[config.mk]
export PLATFORM = sky130hd
export DESIGN_NAME = tdm_demultiplexer_1_to_4
export DESIGN_NICKNAME = d
export VERILOG_FILES = /design/src/rtl/tdm_demultiplexer_1_to_4.sv
export SDC_FILE = /design/constraint.sdc
export NUM_CORES = 1
export LEC_CHECK = 0
export BUFFER_PORTS_ARGS = -buffer_cell sky130_fd_sc_hd__buf_2
export CORE_MARGIN = 2
export CORE_UTILIZATION = 29
export DETAILED_ROUTE_END_ITERATION = 8
export HOLD_SLACK_MARGIN = 0.12
export PLACE_DENSITY = 0.5
export SLEW_MARGIN = 40
export SYNTH_ARGS = -nofsm -noshare
export SYNTH_HDL_FRONTEND = slang
export SYNTH_SLANG_ARGS = --single-unit
export TNS_END_PERCENT = 20
[constraint.sdc]
create_clock -name clk -period 3.25 [get_ports clk]
set_input_delay 0.65 -clock clk [delete_from_list [all_inputs] [get_ports clk]]
set_output_delay 0.65 -clock clk [all_outputs]
set_load 0.05 [all_outputs]
[src/rtl/tdm_demultiplexer_1_to_4.sv]
// Registered 1-to-4 TDM demultiplexer.
// One serial word stream is steered into four single-word lane buffers.
// The lane is chosen by a round-robin slot counter (sequential mode) or by
// an explicit select (addressed mode); start-of-frame re-aligns the counter.
//
// Handshake rule (input side and every lane): a word moves across an
// interface exactly on a rising edge where valid and ready are both high.
// in_ready is combinational from the target lane's buffer state and that
// lane's out_ready, so a lane drained on an edge can be reloaded on the same
// edge and words flow at full rate. valid never depends on ready.
module tdm_demultiplexer_1_to_4 #(
  parameter int WIDTH = 1
) (
  input  logic                 clk,
  input  logic                 rst,
  input  logic [WIDTH-1:0]     in_data,
  input  logic                 in_valid,
  output logic                 in_ready,
  input  logic                 in_mode,
  input  logic [1:0]           in_sel,
  input  logic                 in_sof,
  output logic [4*WIDTH-1:0]   out_data,
  output logic [3:0]           out_valid,
  input  logic [3:0]           out_ready,
  output logic [1:0]           slot
);

  localparam int LANES = 4;

  // Lane buffers and the sequential slot counter.
  logic [WIDTH-1:0] lane_data [LANES];
  logic [LANES-1:0] lane_valid;
  logic [1:0]       slot_q;

  // Per-cycle decisions.
  logic [1:0]       target;
  logic             accept;
  logic [LANES-1:0] load;
  logic [LANES-1:0] drain;
  logic [1:0]       slot_next;

  // Target lane: explicit select wins, then start-of-frame, then the counter.
  always_comb begin
    target = slot_q;
    if (in_mode) begin
      target = in_sel;
    end else if (in_sof) begin
      target = 2'd0;
    end
  end

  // Input readiness and the per-lane load/drain strobes for this cycle.
  always_comb begin
    in_ready = ~lane_valid[target] | out_ready[target];
    accept   = in_valid & in_ready;
    drain    = lane_valid & out_ready;
    load     = '0;
    if (accept) begin
      load[target] = 1'b1;
    end
  end

  // Next slot: only a sequential accept moves the counter, to the lane after
  // the one just written (so a start-of-frame accept leaves it at 1).
  always_comb begin
    slot_next = slot_q;
    if (accept && !in_mode) begin
      slot_next = target + 2'd1;
    end
  end

  // Slot counter register.
  always_ff @(posedge clk or posedge rst) begin
    if (rst) begin
      slot_q <= 2'd0;
    end else begin
      slot_q <= slot_next;
    end
  end

  // Lane buffers: a load wins over a drain so a same-edge drain+reload keeps
  // the lane valid with the new word; a plain drain keeps the stale data.
  always_ff @(posedge clk or posedge rst) begin
    if (rst) begin
      lane_valid <= '0;
      for (int i = 0; i < LANES; i++) begin
        lane_data[i] <= '0;
      end
    end else begin
      for (int i = 0; i < LANES; i++) begin
        if (load[i]) begin
          lane_valid[i] <= 1'b1;
          lane_data[i]  <= in_data;
        end else if (drain[i]) begin
          lane_valid[i] <= 1'b0;
        end
      end
    end
  end

  // Flatten the lane buffers onto the output bus, lane i at [i*WIDTH +: WIDTH].
  always_comb begin
    out_data = '0;
    for (int i = 0; i < LANES; i++) begin
      out_data[i*WIDTH +: WIDTH] = lane_data[i];
    end
  end

  assign out_valid = lane_valid;
  assign slot      = slot_q;

endmodule

==> impl_metrics.tcl <==
set metrics [dict create \
    cts-resized-gates 0 \
    core_region_area_mm2 0.00192 \
    post_cts_buffers 0 \
    grt_usage_pct 11.3 \
    final_common_cell "buf_2" \
    max_stage_delay_ns 0.43 \
    p_int_mw 0.324 \
    grt_pass1_vias 525 \
    final_cell_mix "22 x buf_2, 10 x dfrtp_1, 7 x nand2_1, 7 x inv_1" \
    cts_made_buffers 3 \
    n_antenna_cell 0 \
    relSlewSlack_pct 73.9 \
    fin_nets 96 \
    detail-route-antenna-nets 0 \
    numClockSinks 10 \
    power.switching_mw 0.305 \
    period_share_pct 86.5 \
    start_util_pct 29.9 \
    syn_area_um2 576 \
    clk_latency_ns 0.26 \
    drt_wl_total_um 1210 \
    stdcell_area_um2 756 \
    hold_path.class "primary input to asynchronous set/reset pin" \
    syn_avg_cell_area_um2 10.9 \
    grt_pass1_wl_um 2090 \
    m1WireLength_um 544 \
    synth_cell_types 20 \
    grt_max_degree 11 \
    dr_wl_met3_um 76 \
    synthArstFlopShare_pct 100 \
    syn2layout_area_growth_pct 31.3 \
    required_ns 2.60 \
    sequentialPowerShare_pct 30.5 \
    fmax_ghz 0.356 \
    tns_ns 0 \
    cts_root_buf "clkbuf_4" \
    fin_ws_ns 0.440 \
    rsz0062_at_grt "no" \
    dp_hpwl_um 979 \
    die_w_um 48.6 \
    wl_met2_um 585 \
    io_pins 23 \
    yosys.area.top_type_share_pct 43.5 \
    synth-xor-area-share_pct 0 \
    antenna_found_initial 0 \
    status "finished clean" \
    crit_slowest_cell "or3b_4" \
    postCtsHoldBufs 0 \
    clockBufferDepth 2 \
    yosys-top-cells-area "dfrtp_1 43%, ha_1 8.7%, mux2_1 7.8%" \
    seq_area_frac_synth_pct 43.5 \
    drc_errors 0 \
    clk_pin_slew_ns 0.07 \
    place_area_um2 719 \
    switching_share_pct 48.5 \
    ys_warn_count 0 \
    power_leakage_nw 0.375 \
    synth_mux_area_share_pct 11.7 \
    fin_worst_skew_ns 0.00552 \
    synth_cells 53 \
    hold_viol 0 \
    endpoint_kind "output pin" \
    synth_fa_ha_area_share_pct 8.70 \
    finalSetupViolations 0 \
    fp.dieArea_mm2 0.00236 \
    syn_nets 69 \
    synth_ff_type "dfrtp_1" \
    cts_tree "built" \
    powerDensity_mw_per_mm2 832 \
    critical_path.max_fanout 9 \
    ys_ff_latch 10 \
    gp_congestion 0.687 \
    maxCapViolations 0 \
    port-buffer-count 22 \
    dr.first_iter.drc_count 5 \
    top_layer "met4" \
    die_h_um 48.6 \
    placementRows 16 \
    pre_cts_slack_ns 0.415 \
    vias 470 \
    startpoint_type "primary input" \
    worst_slew_pin_slew_ns 0.391 \
    path_common_cell "buf_2" \
    drive_gt1_share_pct 43.0 \
    wl_per_cell_um 11.5 \
    path_cells "buf_2, or3b_4, a211o_1, a32oi_4, inv_1, buf_2" \
    worstPathArrival_ns 2.16 \
    synth_edf_count 0 \
    period_minus_slack_ns 2.81 \
    synthSimpleGateAreaFrac_pct 18.7 \
    drt-vias-per-instance 4.43 \
    synth_top_area_cell "dfrtp_1" \
    share_comb_of_total_power_pct 51.5 \
    overflow 0 \
    drv_slew 0 \
    htree_levels 1 \
    max-vdd-ir-drop_mv 0.455 \
    clkPwrFrac_pct 18.0 \
    synth_compound_area_share_pct 12.8 \
    synth_top_family_by_area "simple AND/OR/NAND/NOR gates" \
    firstDrtPassIters 4 \
    path_class "primary input to output pin" \
]
cells in the mapped netlist (2+ instances only):
master,n
inv_1,7
dfrtp_1,10
mux2_2,2
mux2_1,4
nor2_1,4
nand2_1,7
ha_1,4
o22ai_1,3
layer usage:
layer	global-route usage [%]	up-vias
li1	-	232
met1	13.6	220
met2	19.0	16
met3	3.40	2
met4	4.29	0
met5	0	-
layout make-up:
type | instances | area [µm²]
Fill cell | 220 | 1170
Multi-Input combinational cell | 36 | 299
Sequential cell | 10 | 250
Timing Repair Buffer | 22 | 110
Clock buffer | 4 | 36.3
Tap cell | 27 | 33.8
Inverter | 7 | 26.3
flip-flops by register name, summed over array words and instances (netlist names):
name / cells
out_data: 4
out_valid: 4
slot: 2
logic make-up (layout without fill, tap and decap cells):
family          Yosys count  after routing
simple gates             19             19
compound gates            7              7
fa+ha+maj                 4              4
flops                    10             10
mux                       6              6
buf+inv                   7             33
path summary, 6_finish.rpt:
path,start,endpoint,slack (ns),depth (start not counted)
worst max-delay path,in_mode,in_ready,0.44,6
worst min-delay path,rst,slot[1]$_DFFE_PP0P_,0.35,2
worst max register to register,slot[1]$_DFFE_PP0P_,out_data[1]$_DFFE_PP0P_,1.24,5
worst min register to register,out_data[3]$_DFFE_PP0P_,out_data[3]$_DFFE_PP0P_,0.49,1
max in group asynchronous,rst,out_data[0]$_DFFE_PP0P_,2.62,2
min in group clk,out_data[3]$_DFFE_PP0P_,out_data[3]$_DFFE_PP0P_,0.49,1
worst max-delay path, delay by kind of cell:
family,cells,cell delay [ns]
compound gates,2,0.66
buf+inv,3,0.42
simple gates,1,0.43
metrics by stage:
| stage | utilization, % | power (mW) | hold slack [ns] | std cells |
|---|---|---|---|---|
| finish | 39.3 | 0.629 | 0.349 | 106 |
| global route | 39.3 | 0.668 | 0.384 | 106 |
| CTS | 39.3 | 0.638 | 0.363 | 106 |
| detailed placement | 37.4 | 0.522 | 0.473 | 102 |
| floorplan | - | 0.446 | 0.490 | 53 |
| global placement | 37.4 | 0.519 | 0.466 | 102 |
power groups by stage:
stage	sequential, mW	combinational (mW)	clock [mW]
4_1_cts	0.192	0.328	0.118
3_5_place_dp	0.195	0.327	0
2_1_floorplan	0.352	0.0936	0
6_report	0.192	0.324	0.113
5_1_grt	0.200	0.344	0.125
3_3_place_gp	0.193	0.326	0
No activity file was read; power rests on OpenSTA's default activity.
